## src/rtl/alu_pkg.sv

```systemverilog
// Shared definitions for the ALU scheduler slice.
// Provides the 3-bit opcode map, the scheduler FSM state type and a helper
// that classifies opcodes as single- or multi-cycle.
package alu_pkg;

    localparam logic [2:0] OP_ADD   = 3'b000;
    localparam logic [2:0] OP_SUB   = 3'b001;
    localparam logic [2:0] OP_MUL   = 3'b010;
    localparam logic [2:0] OP_SHIFT = 3'b011;
    localparam logic [2:0] OP_AND   = 3'b100;
    localparam logic [2:0] OP_OR    = 3'b101;
    localparam logic [2:0] OP_XOR   = 3'b110;
    localparam logic [2:0] OP_DIV   = 3'b111;

    typedef enum logic [1:0] {
        StIdle,
        StIssue,
        StWait,
        StResp
    } sched_state_e;

    // Multiplier and divider need a start pulse and a done handshake.
    function automatic logic is_multicycle(input logic [2:0] op);
        return (op == OP_MUL) || (op == OP_DIV);
    endfunction

endpackage

```

## src/rtl/alu_scheduler_if.sv

```systemverilog
// Request, response and ALU-side signals of the scheduler.
//   req_*  : request channel (valid/ready), requester -> scheduler
//   rsp_*  : response channel (valid/ready), scheduler -> consumer
//   alu_*  : held opcode/operands, start pulse, unit result and done
// Modports: master = requester/consumer/ALU environment, slave = scheduler.
interface alu_scheduler_if #(
    parameter int unsigned WIDTH = 32
);
    logic             req_valid;
    logic             req_ready;
    logic [2:0]       req_opcode;
    logic [WIDTH-1:0] req_a;
    logic [WIDTH-1:0] req_b;

    logic             rsp_valid;
    logic             rsp_ready;
    logic [WIDTH-1:0] rsp_result;
    logic             rsp_error;

    logic [2:0]       alu_opcode;
    logic [WIDTH-1:0] alu_a;
    logic [WIDTH-1:0] alu_b;
    logic             alu_start;
    logic [WIDTH-1:0] alu_result;
    logic             alu_done;

    modport master (
        output req_valid, req_opcode, req_a, req_b, rsp_ready, alu_result, alu_done,
        input  req_ready, rsp_valid, rsp_result, rsp_error,
        input  alu_opcode, alu_a, alu_b, alu_start
    );

    modport slave (
        input  req_valid, req_opcode, req_a, req_b, rsp_ready, alu_result, alu_done,
        output req_ready, rsp_valid, rsp_result, rsp_error,
        output alu_opcode, alu_a, alu_b, alu_start
    );
endinterface

```

## src/rtl/alu_timeout_counter.sv

```systemverilog
// Bounded wait counter for multi-cycle ALU operations.
// Ports:
//   clk, rst_n : clock and synchronous active-low reset
//   clear      : force the count to zero (takes priority over enable)
//   enable     : advance the count by one this cycle
//   expired    : count has reached TIMEOUT-1
// The count saturates at TIMEOUT-1, so it never wraps.
module alu_timeout_counter #(
    parameter int unsigned TIMEOUT = 64
) (
    input  logic clk,
    input  logic rst_n,
    input  logic clear,
    input  logic enable,
    output logic expired
);
    localparam int unsigned CntW = (TIMEOUT > 2) ? $clog2(TIMEOUT) : 1;
    localparam logic [CntW-1:0] CntLast = CntW'(TIMEOUT - 1);

    logic [CntW-1:0] cnt_q, cnt_d;

    assign expired = (cnt_q == CntLast);

    always_comb begin
        cnt_d = cnt_q;
        if (clear) begin
            cnt_d = '0;
        end else if (enable && !expired) begin
            cnt_d = cnt_q + 1'b1;
        end
    end

    always_ff @(posedge clk) begin
        if (!rst_n) begin
            cnt_q <= '0;
        end else begin
            cnt_q <= cnt_d;
        end
    end
endmodule

```

## src/rtl/alu_scheduler.sv

```systemverilog
// Sequencing controller in front of the ALU datapath.
// Accepts one request at a time, holds opcode/operands towards the ALU,
// pulses alu_start for multi-cycle units and waits for alu_done under a
// timeout, then returns the result over the response channel. Divide by
// zero is answered directly (all-ones result, error set) without a start.
// Ports:
//   clk, rst_n : clock and synchronous active-low reset
//   bus        : request/response/ALU signals (slave side)
//   busy       : high whenever the FSM is not idle
module alu_scheduler
    import alu_pkg::*;
#(
    parameter int unsigned WIDTH   = 32,
    parameter int unsigned TIMEOUT = 64
) (
    input  logic           clk,
    input  logic           rst_n,
    alu_scheduler_if.slave bus,
    output logic           busy
);
    sched_state_e     state_q, state_d;
    logic [2:0]       alu_opcode_q, alu_opcode_d;
    logic [WIDTH-1:0] alu_a_q, alu_a_d;
    logic [WIDTH-1:0] alu_b_q, alu_b_d;
    logic [WIDTH-1:0] rsp_result_q, rsp_result_d;
    logic             rsp_error_q, rsp_error_d;
    logic             cnt_clear;
    logic             cnt_expired;

    alu_timeout_counter #(
        .TIMEOUT (TIMEOUT)
    ) u_timeout (
        .clk     (clk),
        .rst_n   (rst_n),
        .clear   (cnt_clear),
        .enable  (state_q == StWait),
        .expired (cnt_expired)
    );

    always_comb begin
        state_d      = state_q;
        alu_opcode_d = alu_opcode_q;
        alu_a_d      = alu_a_q;
        alu_b_d      = alu_b_q;
        rsp_result_d = rsp_result_q;
        rsp_error_d  = rsp_error_q;
        cnt_clear    = 1'b0;

        unique case (state_q)
            StIdle: begin
                if (bus.req_valid) begin
                    alu_opcode_d = bus.req_opcode;
                    alu_a_d      = bus.req_a;
                    alu_b_d      = bus.req_b;
                    if ((bus.req_opcode == OP_DIV) && (bus.req_b == '0)) begin
                        rsp_result_d = '1;
                        rsp_error_d  = 1'b1;
                        state_d      = StResp;
                    end else begin
                        state_d = StIssue;
                    end
                end
            end
            StIssue: begin
                if (is_multicycle(alu_opcode_q)) begin
                    cnt_clear = 1'b1;
                    state_d   = StWait;
                end else begin
                    rsp_result_d = bus.alu_result;
                    rsp_error_d  = 1'b0;
                    state_d      = StResp;
                end
            end
            StWait: begin
                // Done has priority over a coincident timeout.
                if (bus.alu_done) begin
                    rsp_result_d = bus.alu_result;
                    rsp_error_d  = 1'b0;
                    state_d      = StResp;
                end else if (cnt_expired) begin
                    rsp_result_d = '0;
                    rsp_error_d  = 1'b1;
                    state_d      = StResp;
                end
            end
            StResp: begin
                if (bus.rsp_ready) begin
                    state_d = StIdle;
                end
            end
            default: state_d = StIdle;
        endcase
    end

    always_ff @(posedge clk) begin
        if (!rst_n) begin
            state_q      <= StIdle;
            alu_opcode_q <= '0;
            alu_a_q      <= '0;
            alu_b_q      <= '0;
            rsp_result_q <= '0;
            rsp_error_q  <= 1'b0;
        end else begin
            state_q      <= state_d;
            alu_opcode_q <= alu_opcode_d;
            alu_a_q      <= alu_a_d;
            alu_b_q      <= alu_b_d;
            rsp_result_q <= rsp_result_d;
            rsp_error_q  <= rsp_error_d;
        end
    end

    // Handshake outputs depend on state only, never on the other side's signals.
    assign bus.req_ready  = (state_q == StIdle);
    assign bus.rsp_valid  = (state_q == StResp);
    assign bus.rsp_result = rsp_result_q;
    assign bus.rsp_error  = rsp_error_q;
    assign bus.alu_opcode = alu_opcode_q;
    assign bus.alu_a      = alu_a_q;
    assign bus.alu_b      = alu_b_q;
    assign bus.alu_start  = (state_q == StIssue) && is_multicycle(alu_opcode_q);
    assign busy           = (state_q != StIdle);
endmodule

```

## src/flat_wrapper.sv

```systemverilog
// flat-port wrapper written by rule: the top's interface ports become plain ports
module alu_scheduler_flat import alu_pkg::*;
#(
    parameter int unsigned WIDTH   = 32,
    parameter int unsigned TIMEOUT = 64
)
  (clk, rst_n, busy, bus_req_valid, bus_req_opcode, bus_req_a, bus_req_b, bus_rsp_ready, bus_alu_result, bus_alu_done, bus_req_ready, bus_rsp_valid, bus_rsp_result, bus_rsp_error, bus_alu_opcode, bus_alu_a, bus_alu_b, bus_alu_start);
  alu_scheduler_if #(.WIDTH(WIDTH)) bus_i ();
  input  logic clk;
  input  logic rst_n;
  output logic busy;
  input wire logic [$bits(bus_i.req_valid)-1:0] bus_req_valid;
  input wire logic [$bits(bus_i.req_opcode)-1:0] bus_req_opcode;
  input wire logic [$bits(bus_i.req_a)-1:0] bus_req_a;
  input wire logic [$bits(bus_i.req_b)-1:0] bus_req_b;
  input wire logic [$bits(bus_i.rsp_ready)-1:0] bus_rsp_ready;
  input wire logic [$bits(bus_i.alu_result)-1:0] bus_alu_result;
  input wire logic [$bits(bus_i.alu_done)-1:0] bus_alu_done;
  output wire logic [$bits(bus_i.req_ready)-1:0] bus_req_ready;
  output wire logic [$bits(bus_i.rsp_valid)-1:0] bus_rsp_valid;
  output wire logic [$bits(bus_i.rsp_result)-1:0] bus_rsp_result;
  output wire logic [$bits(bus_i.rsp_error)-1:0] bus_rsp_error;
  output wire logic [$bits(bus_i.alu_opcode)-1:0] bus_alu_opcode;
  output wire logic [$bits(bus_i.alu_a)-1:0] bus_alu_a;
  output wire logic [$bits(bus_i.alu_b)-1:0] bus_alu_b;
  output wire logic [$bits(bus_i.alu_start)-1:0] bus_alu_start;
  assign bus_i.req_valid = bus_req_valid;
  assign bus_i.req_opcode = bus_req_opcode;
  assign bus_i.req_a = bus_req_a;
  assign bus_i.req_b = bus_req_b;
  assign bus_i.rsp_ready = bus_rsp_ready;
  assign bus_i.alu_result = bus_alu_result;
  assign bus_i.alu_done = bus_alu_done;
  assign bus_req_ready = bus_i.req_ready;
  assign bus_rsp_valid = bus_i.rsp_valid;
  assign bus_rsp_result = bus_i.rsp_result;
  assign bus_rsp_error = bus_i.rsp_error;
  assign bus_alu_opcode = bus_i.alu_opcode;
  assign bus_alu_a = bus_i.alu_a;
  assign bus_alu_b = bus_i.alu_b;
  assign bus_alu_start = bus_i.alu_start;
  alu_scheduler #(.WIDTH(WIDTH), .TIMEOUT(TIMEOUT)) u_core (.clk(clk), .rst_n(rst_n), .bus(bus_i), .busy(busy));
endmodule
```

## config.mk

```make
export PLATFORM = sky130hd
export DESIGN_NAME = alu_scheduler_flat
export DESIGN_NICKNAME = d
export VERILOG_FILES = /design/src/rtl/alu_pkg.sv /design/src/rtl/alu_scheduler_if.sv /design/src/rtl/alu_timeout_counter.sv /design/src/rtl/alu_scheduler.sv /design/src/flat_wrapper.sv
export SDC_FILE = /design/constraint.sdc
export NUM_CORES = 1
export LEC_CHECK = 0
export BUFFER_PORTS_ARGS = -buffer_cell sky130_fd_sc_hd__buf_2
export CORE_MARGIN = 5
export CORE_UTILIZATION = 45
export DETAILED_ROUTE_END_ITERATION = 6
export MAX_ROUTING_LAYER = met4
export PLACE_DENSITY = 0.78
export REMOVE_ABC_BUFFERS = 1
export SKIP_LAST_GASP = 1
export SLEW_MARGIN = 20
export SYNTH_ARGS = -nofsm -noshare
export SYNTH_HDL_FRONTEND = slang
export SYNTH_SLANG_ARGS = --single-unit
```

## constraint.sdc

```tcl
create_clock -name clk -period 6.2 [get_ports clk]
set_input_delay 0.62 -clock clk [delete_from_list [all_inputs] [get_ports clk]]
set_output_delay 0.62 -clock clk [all_outputs]
set_load 0.01 [all_outputs]
```

==> impl_metrics.xml <==
<?xml version="1.0" encoding="UTF-8"?>
<metrics>
  <group name="power_and_ir_drop">
    <metric name="worst_ir_drop_vdd" unit="V">0.000189</metric>
    <metric name="power.density" unit="nW/um^2">410</metric>
    <metric name="leakagePower" unit="uW">0.00267</metric>
  </group>
  <group name="worst_setup_path">
    <metric name="crit_path_start_kind" unit="">flop</metric>
    <metric name="worstPathMaxFanout" unit="">34</metric>
    <metric name="worst_reg_to_reg_setup_slack" unit="ns">3.48</metric>
    <metric name="timing.critical_path.max_delay_family" unit="">adder cells</metric>
    <metric name="critPathBufInv" unit="">2</metric>
    <metric name="setup.worst_path.class" unit="">reg -&gt; reg</metric>
    <metric name="timing.critical_path.arrival" unit="ns">3.02</metric>
    <metric name="slowest_stage" unit="">sky130_fd_sc_hd__ha_1</metric>
    <metric name="worst_setup_path_end_kind" unit="">flop</metric>
    <metric name="cp.required" unit="ns">6.50</metric>
    <metric name="timing.critical_path.slowest_cell_delay" unit="ns">0.95</metric>
    <metric name="startpoint_of_the_most_critical_setup_path" unit="">u_core.state_q[0]</metric>
    <metric name="r2r_start" unit="">u_core.state_q[0]</metric>
    <metric name="worstPathCellList" unit="">inv_1 -&gt; ha_1 -&gt; nor2b_1 -&gt; a31oi_1 -&gt; nor3_4 -&gt; buf_8 -&gt; a22o_1</metric>
  </group>
  <group name="sta">
    <metric name="final.setup.worst_slack" unit="ns">3.48</metric>
    <metric name="worst_slew_slack_as_a_fraction_of_its_limit" unit="%">34.0</metric>
    <metric name="timing.final.crit_period" unit="ns">2.72</metric>
    <metric name="finalClockSkew" unit="ns">0.0175</metric>
    <metric name="timing.final.max_slew_violations" unit="">0</metric>
    <metric name="finalSetupViolCount" unit="">0</metric>
    <metric name="fin_tns_setup" unit="ns">0</metric>
    <metric name="unrepaired_setup_endpoints_after_global_routing" unit="">false</metric>
    <metric name="worst_pin_slew" unit="ns">0.990</metric>
    <metric name="period_share" unit="%">43.9</metric>
    <metric name="hold_viol" unit="">0</metric>
    <metric name="achievable-frequency" unit="MHz">367</metric>
  </group>
  <group name="route">
    <metric name="via_per_inst" unit="">4.97</metric>
    <metric name="route.vias.total" unit="">4121</metric>
    <metric name="drt_first_iter_violations" unit="">196</metric>
    <metric name="ant_nets" unit="">0</metric>
    <metric name="detail_route.wirelength" unit="um">12000</metric>
    <metric name="drt-pass1-iter-count" unit="">4</metric>
    <metric name="wl_per_cell" unit="um">14.5</metric>
    <metric name="remaining_drc_errors" unit="">0</metric>
  </group>
  <group name="floorplanning">
    <metric name="die_width" unit="um">108</metric>
    <metric name="floorplan.core_area" unit="sq um">9330</metric>
    <metric name="floorplan.initialDensity" unit="%">46.5</metric>
    <metric name="rows" unit="">35</metric>
    <metric name="dieHeight" unit="um">108</metric>
    <metric name="dieArea" unit="sq um">11700</metric>
    <metric name="io-pin-count" unit="">208</metric>
  </group>
  <group name="synth">
    <metric name="ys.warnings.count" unit="">0</metric>
    <metric name="sequential_cell_area_fraction_in_the_yosys_report" unit="%">49.8</metric>
    <metric name="mappedNetlistArea" unit="sq um">4340</metric>
    <metric name="synth.lib_cells_used.distinct" unit="">38</metric>
    <metric name="syn-mean-instance-area" unit="sq um">8.53</metric>
    <metric name="ys_ff_latch" unit="">108</metric>
    <metric name="syn_inst" unit="">509</metric>
  </group>
  <group name="layout">
    <metric name="multi_input_comb_area" unit="sq um">2010</metric>
    <metric name="synthToLayoutAreaGrowth" unit="%">29.0</metric>
    <metric name="postLayoutCoreUtil" unit="%">60.1</metric>
    <metric name="final_nets" unit="">805</metric>
    <metric name="layout_common_cells" unit="">sky130_fd_sc_hd__buf_2, sky130_fd_sc_hd__nand2_1, sky130_fd_sc_hd__dfxtp_1</metric>
    <metric name="seq_area" unit="sq um">2160</metric>
    <metric name="drive_gt1_share" unit="%">33.8</metric>
    <metric name="final_common_cell" unit="">sky130_fd_sc_hd__buf_2</metric>
    <metric name="insertedDiodeCount" unit="">0</metric>
    <metric name="fillCellCount" unit="">853</metric>
  </group>
  <group name="grt">
    <metric name="grt_start_max_net_pins" unit="">72</metric>
    <metric name="gr-usage-all-layers" unit="%">20.3</metric>
    <metric name="first_global_vias" unit="">3897</metric>
    <metric name="grt_first_pass_wirelength" unit="um">18500</metric>
    <metric name="number_of_antenna_violations_at_the_first_check_in_global_routing" unit="">0</metric>
    <metric name="grt-ovfl-total" unit="">0</metric>
    <metric name="busiest_metal_layer_after_global_routing" unit="">met2</metric>
    <metric name="grt_use_met2" unit="%">32.2</metric>
    <metric name="grt_util_met3" unit="%">7.28</metric>
    <metric name="grt_use_met1" unit="%">24.6</metric>
  </group>
  <group name="clock_network">
    <metric name="tritoncts_clock_tree" unit="">done</metric>
    <metric name="clock_tree.buffer_depth" unit="">2</metric>
    <metric name="cts.hold.buffers_added" unit="">0</metric>
    <metric name="cts-htree-levels" unit="">3</metric>
    <metric name="clock_latency" unit="ns">0.37</metric>
    <metric name="root_buffer" unit="">sky130_fd_sc_hd__clkbuf_8</metric>
    <metric name="cts-buffers-inserted" unit="">9</metric>
    <metric name="clock_sinks" unit="">108</metric>
    <metric name="clk_transition_reported_paths" unit="ns">0.10</metric>
    <metric name="cts_repair_resize_count" unit="">0</metric>
    <metric name="post-cts-setup-buffers" unit="">0</metric>
  </group>
  <group name="placement">
    <metric name="routabilityCongestion" unit="">0.789</metric>
    <metric name="place_ws" unit="ns">3.13</metric>
    <metric name="numPortBuffers" unit="">207</metric>
    <metric name="dp_hpwl" unit="um">8960</metric>
  </group>
  <group name="job">
    <metric name="maxCapViolCount" unit="">0</metric>
  </group>
  <group name="min_path">
    <metric name="min-delay-start" unit="">u_core.bus.alu_b[29]</metric>
    <metric name="worstHoldPathType" unit="">reg -&gt; reg</metric>
  </group>
  <group name="status">
    <metric name="status" unit="">completed</metric>
  </group>
</metrics>
==> state kept, by name, summed over array words and instances (netlist names) <==
signal and cells:
u_core.bus.rsp_result 32, u_core.bus.alu_opcode 3, u_core.bus.alu_a 32, u_core.state_q 2, u_core.bus.rsp_error 1, u_core.bus.alu_b 32, u_core.u_timeout.cnt_q 6
==> per-stage QoR <==
step	total power [uW]	hold slack, ns	instances	area, sq um
after detailed placement	1910	0.451	813	5410
after global routing	2460	0.472	830	5600
final	2290	0.463	830	5600
after floorplan	1540	0.458	474	4180
after CTS	2310	0.467	829	5590
after global placement	1870	0.441	813	5410
==> cells in the mapped netlist, drive strengths merged <==
cell type,count,area share (%)
nand2,206,18
dfxtp,108,50
a21boi,67,12
a22o,33,6.7
clkbuf,29,2.5
buf,6,1.3
nand3,6,0.81
nor2,6,0.69
ha,5,1.4
inv,4,0.35
nor4,4,0.58
a21oi,3,0.35
xnor2,3,0.61
and3,2,0.29
and4,2,0.40
nand2b,2,0.29
nand4,2,0.29
nor2b,2,0.29
nor4b,2,0.40
o21ai,2,0.23
or4,2,0.52
xor2,2,0.40
a21o,1,0.17
a2bb2oi,1,0.20
a31oi,1,0.14
and2,1,0.14
mux2i,1,0.23
nor3,1,0.23
nor4bb,1,0.23
o21a,1,0.17
o221a,1,0.26
o311a,1,0.49
or3,1,0.14
==> path summary, 6_finish.rpt <==
check                                   to  cells after the start
hold reg to reg       u_core.bus.alu_b[29]                      2
hold / removal        u_core.bus.alu_b[29]                      2
setup reg to reg  u_core.bus.rsp_result[5]                      7
setup / recovery  u_core.bus.rsp_result[5]                      7
==> power breakdown <==
group          internal, uW  switching (uW)  total (uW)
clock                   153             253         406
sequential              851            87.0         938
combinational           361             589         950
total                  1360             929        2290
==> cell type report <==
type / instances / share of cell area [%]
Clock buffer: 9 / 2.21
Clock inverter: 7 / 1.01
Inverter: 4 / 0.268
Multi-Input combinational cell: 362 / 35.9
Sequential cell: 108 / 38.6
Tap cell: 129 / 2.88
Timing Repair Buffer: 211 / 19.2
==> cell families after synthesis <==
| logic type | after synthesis | share of synthesized area [%] |
|---|---|---|
| AOI/OAI and AO/OA | 111 | 20.3 |
| DFF | 108 | 49.8 |
| muxes | 1 | 0.231 |
| buffers and inverters | 39 | 4.15 |
| xor gates and xnor gates | 5 | 1.01 |
| adders and majority gates | 5 | 1.44 |
| and+or+nand+nor | 240 | 23.1 |
==> routing by layer <==
| layer | vias to the layer above | share of wire (%) |
|---|---|---|
| met2 | 179 | 47 |
| met4 | 0 | 0.92 |
| li1 | 2066 | - |
| met3 | 8 | 11 |
| met5 | - | 0 |
| met1 | 1868 | 42 |
==> worst reg2reg max path: stages, from the launching register on <==
cell,delay [ns]
sky130_fd_sc_hd__dfxtp_1,0.42
sky130_fd_sc_hd__inv_1,0.09
sky130_fd_sc_hd__ha_1,0.95
sky130_fd_sc_hd__nor2b_1,0.27
sky130_fd_sc_hd__a31oi_1,0.11
sky130_fd_sc_hd__nor3_4,0.43
sky130_fd_sc_hd__buf_8,0.24
sky130_fd_sc_hd__a22o_1,0.15
Note: power is estimated with default switching activity, not from simulation.
